===== src/rtl/inst_fetch.sv =====
// Fetch stage: latches the PC, runs one instruction read at a time on an SRAM-like bus,
// and presents the word and its PC on a registered F/D output backed by a one-entry skid buffer.
module inst_fetch #(
  parameter int AW = 32,
  parameter int DW = 32
) (
  input  logic          clk,
  input  logic          rst,
  input  logic [AW-1:0] pc,
  output logic          pc_en,
  input  logic          flush,
  input  logic          stall_d,
  output logic          inst_req,
  output logic [AW-1:0] inst_addr,
  input  logic          inst_addr_ok,
  input  logic          inst_data_ok,
  input  logic [DW-1:0] inst_rdata,
  output logic          inst_valid,
  output logic [DW-1:0] inst,
  output logic [AW-1:0] inst_pc,
  output logic          inst_adel
);

  typedef enum logic [2:0] {IDLE, REQ, WAIT, HOLD, ERR} state_t;

  state_t        state, state_nx;
  logic          discard, discard_nx;
  logic [AW-1:0] addr_r, addr_nx;
  logic          hold_valid, hold_valid_nx;
  logic [DW-1:0] hold_data, hold_data_nx;
  logic [AW-1:0] hold_pc, hold_pc_nx;
  logic          valid_nx, adel_nx;
  logic [DW-1:0] inst_nx;
  logic [AW-1:0] inst_pc_nx;
  logic          out_free;

  assign inst_addr = addr_r;
  assign out_free  = !inst_valid || !stall_d;

  always_comb begin
    state_nx      = state;
    discard_nx    = discard;
    addr_nx       = addr_r;
    hold_valid_nx = hold_valid;
    hold_data_nx  = hold_data;
    hold_pc_nx    = hold_pc;
    valid_nx      = inst_valid && stall_d;
    inst_nx       = inst;
    inst_pc_nx    = inst_pc;
    adel_nx       = inst_adel;
    inst_req      = 1'b0;
    pc_en         = 1'b0;

    unique case (state)
      IDLE: begin
        if (!flush && out_free) begin
          addr_nx = pc;
          if (pc[1:0] == 2'b00) begin
            state_nx = REQ;
          end else begin
            valid_nx   = 1'b1;
            inst_nx    = '0;
            inst_pc_nx = pc;
            adel_nx    = 1'b1;
            state_nx   = ERR;
          end
        end
      end
      REQ: begin
        inst_req = 1'b1;
        pc_en    = inst_addr_ok && !discard && !flush;
        if (inst_addr_ok) state_nx = WAIT;
      end
      WAIT: begin
        if (inst_data_ok) begin
          if (discard || flush) begin
            discard_nx = 1'b0;
            state_nx   = IDLE;
          end else if (out_free) begin
            valid_nx   = 1'b1;
            inst_nx    = inst_rdata;
            inst_pc_nx = addr_r;
            adel_nx    = 1'b0;
            state_nx   = IDLE;
          end else begin
            hold_valid_nx = 1'b1;
            hold_data_nx  = inst_rdata;
            hold_pc_nx    = addr_r;
            state_nx      = HOLD;
          end
        end
      end
      HOLD: begin
        if (!stall_d && hold_valid) begin
          valid_nx      = 1'b1;
          inst_nx       = hold_data;
          inst_pc_nx    = hold_pc;
          adel_nx       = 1'b0;
          hold_valid_nx = 1'b0;
          state_nx      = IDLE;
        end
      end
      ERR: begin
      end
      default: state_nx = IDLE;
    endcase

    // A bus transaction already in flight must still finish; only its data is dropped.
    if (flush) begin
      valid_nx      = 1'b0;
      hold_valid_nx = 1'b0;
      unique case (state)
        REQ:     discard_nx = 1'b1;
        WAIT:    discard_nx = !inst_data_ok;
        default: state_nx   = IDLE;
      endcase
    end
  end

  always_ff @(posedge clk or negedge rst) begin
    if (!rst) begin
      state      <= IDLE;
      discard    <= 1'b0;
      addr_r     <= '0;
      hold_valid <= 1'b0;
      hold_data  <= '0;
      hold_pc    <= '0;
      inst_valid <= 1'b0;
      inst       <= '0;
      inst_pc    <= '0;
      inst_adel  <= 1'b0;
    end else begin
      state      <= state_nx;
      discard    <= discard_nx;
      addr_r     <= addr_nx;
      hold_valid <= hold_valid_nx;
      hold_data  <= hold_data_nx;
      hold_pc    <= hold_pc_nx;
      inst_valid <= valid_nx;
      inst       <= inst_nx;
      inst_pc    <= inst_pc_nx;
      inst_adel  <= adel_nx;
    end
  end

endmodule


===== config.mk =====
export PLATFORM = sky130hd
export DESIGN_NAME = inst_fetch
export DESIGN_NICKNAME = d
export VERILOG_FILES = /design/src/rtl/inst_fetch.sv
export SDC_FILE = /design/constraint.sdc
export NUM_CORES = 1
export LEC_CHECK = 0
export ABC_AREA = 1
export BUFFER_PORTS_ARGS = -buffer_cell sky130_fd_sc_hd__buf_2
export CAP_MARGIN = 20
export CORE_ASPECT_RATIO = 0.75
export CORE_MARGIN = 2
export CORE_UTILIZATION = 30
export DETAILED_ROUTE_END_ITERATION = 8
export PLACE_DENSITY_LB_ADDON = 0.05
export SETUP_SLACK_MARGIN = 0.5
export SYNTH_ARGS = -nofsm -noshare
export SYNTH_HDL_FRONTEND = slang
export SYNTH_SLANG_ARGS = --single-unit

===== constraint.sdc =====
create_clock -name clk -period 2.79 [get_ports clk]
set_input_delay 0.6975 -clock clk [delete_from_list [all_inputs] [get_ports clk]]
set_output_delay 0.6975 -clock clk [all_outputs]
set_load 0.05 [all_outputs]

==> results of run 1 <==
[through the flow]
step | hold WS, ns | power (mW) | utilization
floorplan | 0.4019 | 4.167 | -
global placement | 0.4520 | 4.777 | 0.3533
detailed placement | 0.4536 | 4.770 | 0.3533
CTS | 0.1569 | 7.118 | 0.3767
global route | 0.1664 | 7.360 | 0.3773
finish | 0.1567 | 7.012 | 0.3773
[kinds of logic after synthesis]
group	Yosys count	share of synthesized area
flip-flops	167	0.5576
AO/OA/AOI/OAI	140	0.09483
AND/OR/NAND/NOR	498	0.2696
buffers and inverters	138	0.07796
[synth_stat cells]
master and count:
a21boi_0 1, a21oi_1 16, a21oi_2 1, buf_2 29, buf_4 6, buf_6 1
clkbuf_1 22, dfrtp_1 167, inv_1 79, inv_2 1, nand2_1 360, nand2_2 1
nand3_1 108, nor2_1 25, nor2_2 1, nor2_4 1, nor3_1 1, nor4_1 1
o21a_1 1, o21ai_0 120, o22ai_1 1
[repair_timing]
| item | CTS | global route |
|---|---|---|
| setup endpoints to repair | 2 | 2 |
| hold buffers | 0 | 0 |
| setup buffers | 0 | 1 |
| resized for setup | 4 | 3 |
[area by class of cell]
type                       instances  area, um^2  share of cell area
inverter                          80       300.3             0.03212
clock buffer                      19       442.9             0.04738
tap                              338       422.9             0.04524
clock inverter                    13       121.4             0.01298
timing repair buffer             188        1079              0.1154
sequential                       167        4180              0.4472
multi-input combinational        638        2801              0.2997
[worst paths after layout]
path,start,endpoint,slack (ns),cells past startpoint
max,state[2],pc_en,0.61,4
max in group asynchronous,rst,inst_addr[13],1.84,2
min,rst,inst_pc[9],0.16,1
max reg2reg,state[0],inst_pc[15],0.73,9
min reg2reg,inst[17],inst[17],0.46,2
min in group clk,inst[17],inst[17],0.46,2
[critical path: cells and delay by family, from the launching register on]
kind	cells	cell delay [ns]
buffers and inverters	2	0.33
and+or+nand+nor	2	0.30
DFF	1	0.43
[sequential cells by signal, indices dropped and copies added, names as in the netlist]
register / flops
inst_pc: 32
inst_adel: 1
hold_valid: 1
hold_pc: 32
discard: 1
inst: 32
inst_addr: 32
state: 3
inst_valid: 1
hold_data: 32
[power breakdown]
group          switching, mW  total, mW  internal (mW)  leakage [nW]
clock network           1.05       2.31           1.26         0.263
registers              0.182       2.86           2.67          2.15
logic                   1.46       1.85          0.388          2.57
total                   2.69       7.01           4.32          4.98
[routing by layer]
metal / routed length, um / vias up / part of all wire / global-route usage
met3: 1097 / 21 / 0.049 / 0.03908
met1: 11650 / 3011 / 0.52 / 0.2611
li1: - / 3282 / - / -
met5: 30 / - / 0.0014 / 0
met2: 9202 / 148 / 0.41 / 0.2449
met4: 231 / 4 / 0.010 / 0.04637
==> results.txt, run 1 <==
Number of global-route vias before repair -> 6103
Worst-path clk slew -> 0.08 ns
Hpwl dp -> 14350 um
Total CTS buffers -> 17
Die width -> 186.5 um
1st-iter DRT viols -> 366
Initial antenna violation count -> 2
N_diodes -> 0
Setup-failing EPs final -> 0
Via count -> 6466
CTS tree -> yes
TNS Setup -> 0 ns
Worst path max stage delay -> 0.43 ns
Number of port buffers -> 169
Via density -> 4.481
Num ports -> 170
Final nets -> 1162
Core region area -> 24770 um^2
Syn Nets -> 1013
Setup crit start kind -> register
First-pass GRT wire length -> 35250 um
Non-filler cells, final -> 1443
FILL cells -> 2660
Post-synth top area cell -> dfrtp_1
GRT Total Usage -> 0.1723
Syn. warnings -> 0
Finished Cell Area -> 9348 um^2
Final ANT Viol Nets -> 0
Hold Violations, Final -> 0
Vert. Die Dim -> 140.9 um
Maxcap violations -> 0
Clock sink count -> 167
Cell chain of the critical path -> inv_2, nand3_4, nor4_4, buf_6
Max Buffers Root-to-Sink -> 2
Status -> finished, final reports clean
Placed instance count -> 1410
Clock Tree Root -> clkbuf_16
Remaining DRCs -> 0
Least-Margin Pin Slew -> 0.5650 ns
Commonest non-fill, non-tap cell in the layout -> nand2_1
Synthesized area -> 7495 um^2
Syn_area_per_cell -> 7.948 um^2
Area share of the largest cell type after synthesis -> 0.5576
Wirelength per Cell -> 15.39 um
Critical path capture point type -> primary output
Minimum clock period -> 2.184 ns
Worst Path Arrival -> 1.49 ns
Row count -> 50
Worst path required time -> 2.09 ns
Final Max Tran Viols -> 0
Register bit count reported by yosys -> 167
Dpl ws -> 0.5825 ns
RSZ-0062 raised after global routing -> true
Clk_lat worst skew -> 0.44 ns
H-tree levels -> 4
Peak VDD IR -> 426.5 uV
Final worst-path cycle share -> 0.7829
DRT Pass-1 Iters -> 4
Relative max-transition margin -> 0.6234
WS Path Type -> register to primary output
Grt ovf -> 0
Largest net degree at the start of global routing -> 66
Area delta synth->final -> 24.72%
Slowest-stage cell, CP -> dfrtp_1
Post-place instance area -> 8753 um^2
Worst min path class -> input port to asynchronous set/reset pin
WL final -> 22210 um
Worst-path fanout max -> 5
Sequential cell area fraction in the yosys report -> 0.5576
Synthesized instance count -> 943
DIE AREA -> 26280 um^2
Initial core utilization -> 0.3025
Slack of the critical path -> 0.6057 ns
F_max -> 457.8 MHz
Synth area leaders -> dfrtp_1 56%, nand2_1 18%, o21ai_0 8.0%
Layout cells sized above 1 -> 0.2100
Clk_skew -> 0.01710 ns
Leakage power -> 4.983 nW
Netlist cell types -> 21
Commonest non-fill, non-tap cells in the layout -> 359 x nand2_1, 166 x dfrtp_1, 166 x buf_2
RD Place Congestion -> 0.7724
PwrDens -> 750.1 nW/um^2
No activity file was read; power rests on OpenSTA's default activity.
==> run 2, diff against run 1 <==
--- a/config.mk
+++ b/config.mk
@@ -5,7 +5,7 @@
 export SDC_FILE = /design/constraint.sdc
 export NUM_CORES = 1
 export LEC_CHECK = 0
-export ABC_AREA = 1
+export ABC_AREA = 0
 export BUFFER_PORTS_ARGS = -buffer_cell sky130_fd_sc_hd__buf_2
 export CAP_MARGIN = 20
 export CORE_ASPECT_RATIO = 0.75
==> constraint.sdc (replaced) <==
create_clock -name clk -period 2.05 [get_ports clk]
set_input_delay 0.5125 -clock clk [delete_from_list [all_inputs] [get_ports clk]]
set_output_delay 0.5125 -clock clk [all_outputs]
set_load 0.05 [all_outputs]
==> run 2 against run 1 <==
Compared with the run above:
- via count fell by 11%
- power rose by 67%
- flip-flop and latch count did not move
- highest routed layer unchanged
- register-to-register slack got worse by 0.68 ns
- critical path depth rose by 1
- clock skew fell by 0.0068 ns
- count of clock-buffer cells in the layout rose by 1
- sequential power rose by 43%
- largest cell class unchanged
==> results.txt, run 2 <==
Status -> finished, final reports clean
Synth Area in Simple Gates -> 0.03905 (-0.2306)
Clk_skew -> 0.01030 ns (-0.006800 ns)
Non-filler cells, final -> 1221 (-15%)
Final Max Tran Viols -> 0 (unchanged)
Syn. warnings -> 0 (unchanged)
Netlist cell types -> 30 (+43%)
Wirelength per Cell -> 19.71 um (+28%)
PwrDens -> 936.8 nW/um^2 (+25%)
Dpl ws -> 0.0001925 ns (-0.5823 ns)
Num ports -> 170 (unchanged)
Peak VDD IR -> 566.0 uV (+33%)
Syn Nets -> 647 (-36%)
Number of port buffers -> 169 (unchanged)
Post-synth EDFFs -> 0 (unchanged)
Commonest non-fill, non-tap cells in the layout -> 160 x dfrtp_1, 114 x buf_6, 95 x mux2i_1
Worst min path class -> input port to register
Register bit count reported by yosys -> 167 (unchanged)
Synth area leaders -> dfrtp_1 56%, mux2i_1 13%, mux2_2 8.8%
Sequential cell area fraction in the yosys report -> 0.5646 (+0.006975)
Hold Violations, Final -> 0 (unchanged)
Max Buffers Root-to-Sink -> 2 (unchanged)
Synthesized instance count -> 577 (-39%)
Core region area -> 24090 um^2 (-2.7%)
First-pass GRT wire length -> 34690 um (-1.6%)
Buf/Inv on CP -> 2 (unchanged)
Slack of the critical path -> 0.04743 ns (-0.5582 ns)
Clock sink count -> 167 (unchanged)
Maxcap violations -> 0 (unchanged)
Remaining DRCs -> 0 (unchanged)
Post-place instance area -> 9243 um^2 (+5.6%)
1st-iter DRT viols -> 334 (-8.7%)
Area share of the largest cell type after synthesis -> 0.5646 (+0.006975)
CTS tree -> yes
WS Path Type -> register to register
Area delta synth->final -> 69.32%
DIE AREA -> 25960 um^2 (-1.2%)
Layout cells sized above 1 -> 0.5742 (+0.3642)
Post-synth top area cell -> dfrtp_1
Post-synth top cells -> 167 x dfrtp_1, 96 x mux2i_1, 58 x mux2_2
Syn_area_per_cell -> 12.83 um^2 (+61%)
Synthesized area -> 7402 um^2 (-1.2%)
Final nets -> 947 (-19%)
N_diodes -> 0 (unchanged)
TNS Setup -> 0 ns (unchanged)
Hpwl dp -> 12570 um (-12%)
Setup crit start kind -> register
Largest family of logic cells by synthesized area -> multiplexers
RSZ-0062 raised after global routing -> true
Finished Cell Area -> 12530 um^2 (+34%)
Hold Path Stages -> 2
Worst path required time -> 2.36 ns (+0.27 ns)
Critical path capture point type -> register
Least-Margin Pin Slew -> 0.5167 ns (-0.04829 ns)
Cell chain of the critical path -> or3b_4, nor4_4, buf_6, clkbuf_16, mux2_4
Row count -> 49 (-2.0%)
Most used DFF post-synth -> dfrtp_1
Die width -> 185.4 um (-0.61%)
Hold path endpoint -> inst_addr[19]
Initial antenna violation count -> 1 (-1)
Relative max-transition margin -> 0.6556 (+0.03219)
Worst r2r dst -> hold_data[0]
Total CTS buffers -> 17 (unchanged)
Via count -> 5725 (-11%)
Initial core utilization -> 0.3072 (+0.004688)
Worst-path fanout max -> 8 (+3)
Number of global-route vias before repair -> 5829 (-4.5%)
Post-Synth Adder-Cell Area -> 0 (unchanged)
Reg-to-Reg Start -> state[0]
Top-count cell post-synth -> dfrtp_1
Vert. Die Dim -> 140.0 um (-0.60%)
Worst Hold Launch -> pc[19]
Worst-path clk slew -> 0.07 ns (about the same)
Worst path max stage delay -> 0.52 ns (+0.09 ns)
RD Place Congestion -> 0.7200 (-6.8%)
WL final -> 24060 um (+8.3%)
Grt ovf -> 0 (unchanged)
Compound-Gate Fraction of Synth Area -> 0.07505 (-0.01977)
Final ANT Viol Nets -> 0 (unchanged)
Reg2Reg Depth -> 5 (-4)
Clock Tree Root -> clkbuf_16
R2R setup slack -> 0.05 ns (-0.68 ns)
Setup-failing EPs final -> 0 (unchanged)
Ys async rst share -> 1.000 (unchanged)
Via density -> 4.689 (+4.6%)
GRT Total Usage -> 0.1754 (+0.003057)
Worst Path Arrival -> 2.31 ns (+0.82 ns)
Xor and xnor fraction of the mapped netlist area -> 0 (unchanged)
Placed instance count -> 1065 (-24%)
Slowest-stage cell, CP -> dfrtp_4
Final worst-path cycle share -> 0.9769
Cell family with the largest share of critical-path delay -> simple AND/OR/NAND/NOR gates
Minimum clock period -> 2.003 ns
DRT Pass-1 Iters -> 4 (unchanged)
Leakage power -> 5.918 nW (+19%)
H-tree levels -> 4 (unchanged)
Post-synthesis mux area share -> 0.2759 (+0.2759)
Largest net degree at the start of global routing -> 67 (+1.5%)
F_max -> 499.4 MHz
Commonest non-fill, non-tap cell in the layout -> dfrtp_1
Clk_lat worst skew -> 0.42 ns (-0.02 ns)
-- run 2: worst max-delay path by stage --
stage,end,depth (start not counted),start,slack (ns)
floorplan,pc_en,3,state[2],0.15
global placement,hold_data[23],6,inst_data_ok,-0.01
detailed placement,hold_data[29],6,inst_data_ok,0.0002
CTS,pc_en,4,state[2],0.06
global route,pc_en,4,state[2],-0.003
finish,hold_data[0],5,state[0],0.05
-- run 2: what timing repair did --
| item | 4_1_cts | 5_1_grt |
|---|---|---|
| gates cloned | 14 | 12 |
| endpoints found under the setup margin | 263 | 257 |
| pin swaps | 27 | 11 |
| gates resized for setup | 214 | 100 |
| hold endpoints to repair | 30 | 0 |
| buffers inserted | 45 | 52 |
| hold buffers | 1 | 0 |
-- run 2: where the power goes --
part	switching (mW)	internal [mW]	total [mW]
clock network	1.46	2.01	3.47
logic	2.36	1.82	4.18
registers	0.354	3.74	4.09
total	4.17	7.57	11.7
-- run 2: final cells by class --
class | count | area [um^2]
well taps | 331 | 414.1
inverters | 36 | 137.6
repair buffers | 320 | 3426
multi-input cells | 335 | 3745
fillers | 2062 | 11560
flip-flops and latches | 167 | 4190
clock inverters | 12 | 163.9
clock buffers | 20 | 456.7
-- run 2: stage by stage --
step	hold WS, ns	power (mW)	utilization
after global routing	0.3123	12.27	0.5202
final	0.3310	11.74	0.5202
after floorplan	0.2169	6.272	-
after global placement	0.4368	7.038	0.3836
after detailed placement	0.4410	7.064	0.3836
after CTS	0.3118	11.39	0.4694
-- run 2: layer usage --
| layer | vias up | wire length [um] | GRT usage |
|---|---|---|---|
| met1 | 2933 | 12070 | 0.2587 |
| li1 | 2639 | - | - |
| met2 | 135 | 10770 | 0.2581 |
| met3 | 16 | 1040 | 0.04264 |
| met4 | 2 | 168 | 0.04177 |
| met5 | - | 13 | 0 |
-- run 2: cell families (layout without fill, tap and decap cells) --
family          Yosys count  after routing
compound gates           82             82
buf+inv                  75            388
flops                   167            167
mux                     192            192
simple gates             61             61
==> run 3, diff against run 2 <==
--- a/config.mk
+++ b/config.mk
@@ -13,7 +13,6 @@
 export CORE_UTILIZATION = 30
 export DETAILED_ROUTE_END_ITERATION = 8
 export PLACE_DENSITY_LB_ADDON = 0.05
-export SETUP_SLACK_MARGIN = 0.5
 export SYNTH_ARGS = -nofsm -noshare
 export SYNTH_HDL_FRONTEND = slang
 export SYNTH_SLANG_ARGS = --single-unit
==> run 3 against run 2 <==
Compared with the run above:
- clock skew up 0.0013 ns
- non-clock buffer count is 120 lower
- hold slack lost 0.010 ns
- count of clock-buffer cells in the layout unchanged
- power is 13% lower
- flip-flop and latch count is the same
- first-iteration DRC count is 35% lower
- via count fell by 11%
- sequential share of layout area increased by 10 points
- design area shrank 23%
- maximum frequency fell by 1.8%
- critical endpoint is now hold_data[31]
==> results.txt, run 3 (synthesis gave the netlist of run 2 again) <==
Vert. Die Dim -> 140.0 um (unchanged)
Setup-failing EPs final -> 0 (unchanged)
Die width -> 185.4 um (unchanged)
Maxcap violations -> 0 (unchanged)
DIE AREA -> 25960 um^2 (unchanged)
Wirelength per Cell -> 16.67 um (-15%)
Stages on the worst setup path -> 5 (unchanged)
CP endpoint -> hold_data[31]
Hpwl dp -> 12380 um (-1.6%)
GRT Total Usage -> 0.1467 (-0.02873)
Layer carrying the most global-route usage -> met2
Clk_skew -> 0.01160 ns (+0.001297 ns)
Hold Violations, Final -> 0 (unchanged)
Largest net degree at the start of global routing -> 67 (unchanged)
Slowest-stage cell, CP -> dfrtp_4
F_max -> 490.2 MHz (-1.8%)
H-tree levels -> 4 (unchanged)
Reg2Reg Depth -> 5 (unchanged)
WS Path Type -> register to register
Cell family with the largest share of critical-path delay -> simple AND/OR/NAND/NOR gates
Post-place instance area -> 8778 um^2 (-5.0%)
Non-filler cells, final -> 1102 (-9.7%)
Number of global-route vias before repair -> 5365 (-8.0%)
RSZ-0062 raised after global routing -> true
Worst-path fanout max -> 23 (+15)
Cell chain of the critical path -> or3b_4, nor4_4, buf_4, buf_12, mux2_2
Final Max Tran Viols -> 0 (unchanged)
Least-Margin Pin Slew -> 0.7172 ns (+0.2006 ns)
Minimum clock period -> 2.040 ns (+0.03739 ns)
Final core occ -> 0.3995 (-0.1206)
Worst-path clk slew -> 0.07 ns (about the same)
Buf/Inv on CP -> 2 (unchanged)
Num ports -> 170 (unchanged)
Final worst-path cycle share -> 0.9951 (+0.01824)
Max Buffers Root-to-Sink -> 2 (unchanged)
Final ANT Viol Nets -> 0 (unchanged)
First-pass GRT wire length -> 29660 um (-14%)
Met2 usage -> 0.2217 (-0.03633)
Critical path capture point type -> register
Initial core utilization -> 0.3072 (unchanged)
Clock Tree Root -> clkbuf_16
Crit path from -> state[0]
Clk_lat worst skew -> 0.42 ns (about the same)
Met1 usage -> 0.2079 (-0.05075)
Commonest non-fill, non-tap cells in the layout -> 167 x buf_2, 166 x dfrtp_1, 96 x mux2i_1
PwrDens -> 1060 nW/um^2 (+13%)
Row count -> 49 (unchanged)
Worst r2r dst -> hold_data[31]
Final nets -> 827 (-13%)
Worst path required time -> 2.36 ns (about the same)
Core region area -> 24090 um^2 (unchanged)
Placed instance count -> 1062 (-0.28%)
WL final -> 18370 um (-24%)
Leakage power -> 4.723 nW (-20%)
Worst Path Arrival -> 2.35 ns (+0.04 ns)
Total CTS buffers -> 17 (unchanged)
Design Power -> 10.20 mW (-13%)
Reg-to-Reg Start -> state[0]
Area delta synth->final -> 30.05%
Grt ovf -> 0 (unchanged)
GRT met3 Usage -> 0.03952 (-0.003120)
Clock sink count -> 167 (unchanged)
Peak VDD IR -> 521.0 uV (-7.9%)
Commonest non-fill, non-tap cell in the layout -> buf_2
Via count -> 5106 (-11%)
Number of port buffers -> 169 (unchanged)
Via density -> 4.633 (-1.2%)
RD Place Congestion -> 0.7684 (+6.7%)
1st-iter DRT viols -> 217 (-35%)
CTS tree -> yes
Worst path max stage delay -> 0.49 ns (-0.03 ns)
Setup crit start kind -> register
Initial antenna violation count -> 2 (+1)
Layout cells sized above 1 -> 0.4130 (-0.1612)
Status -> finished, final reports clean
Relative max-transition margin -> 0.5218 (-0.1337)
Remaining DRCs -> 0 (unchanged)
R2R setup slack -> 0.01 ns (-0.04 ns)
DRT Pass-1 Iters -> 4 (unchanged)
Finished Cell Area -> 9627 um^2 (-23%)
Worst min path class -> input port to register
## run 3: changes by cell type in the layout (fill, tap and decap cells not counted), sizes merged
cell | before | now
diode | 0 | 1
bufinv | 3 | 2
buf | 308 | 199
clkbuf | 30 | 20
clkinvlp | 3 | 4
bufbuf | 1 | 0
## run 3: metrics by stage
stage / setup slack, ns / TNS (ns) / hold WS, ns
6_report: 0.01004 / 0 / 0.3208
5_1_grt: -0.06571 / -1.857 / 0.3107
4_1_cts: -0.009989 / -0.01010 / 0.2970
3_5_place_dp: -0.2334 / -11.58 / 0.4592
3_3_place_gp: -0.1825 / -9.248 / 0.4548
2_1_floorplan: 0.02018 / 0 / 0.2169
## run 3: layer usage
metal | part of all wire | vias to the layer above
met5 | 0 | -
met4 | 0.0091 | 0
met3 | 0.058 | 14
met2 | 0.45 | 128
met1 | 0.49 | 2560
li1 | - | 2404
## run 3: where the power goes
part           switching [mW]  leakage (nW)  internal (mW)  total (mW)
registers               0.312          2.17           3.73        4.05
logic                    2.05          2.27          0.827        2.87
clock network            1.40         0.282           1.88        3.28
total                    3.76          4.72           6.44        10.2
## run 3: final cells by class
cell class / count / area [um^2]
antenna: 1 / 2.502
clock buffer: 20 / 456.7
clock inverter: 12 / 141.4
fill: 2368 / 14470
inverter: 36 / 135.1
multi-input combinational: 335 / 3012
sequential: 167 / 4183
tap: 331 / 414.1
timing repair buffer: 200 / 1282
## run 3: how the worst min path moves through the flow
stage | from | end | slack, ns | cells after the start
floorplan | rst | discard | 0.22 | 0
global placement | rst | inst[11] | 0.45 | 1
detailed placement | rst | inst[11] | 0.46 | 1
CTS | inst_rdata[25] | hold_data[25] | 0.30 | 2
global route | inst_rdata[16] | hold_data[16] | 0.31 | 2
finish | inst_rdata[25] | hold_data[25] | 0.32 | 2
## run 3: timing repair
item / in CTS / in global routing
pin swaps: 3 / 0
gates cloned: 1 / 0
endpoints found under the setup margin: 65 / 105
setup buffers: 4 / 1
hold buffers: 1 / 0
gates resized for setup: 16 / 25
endpoints found under the hold margin: 5 / 0
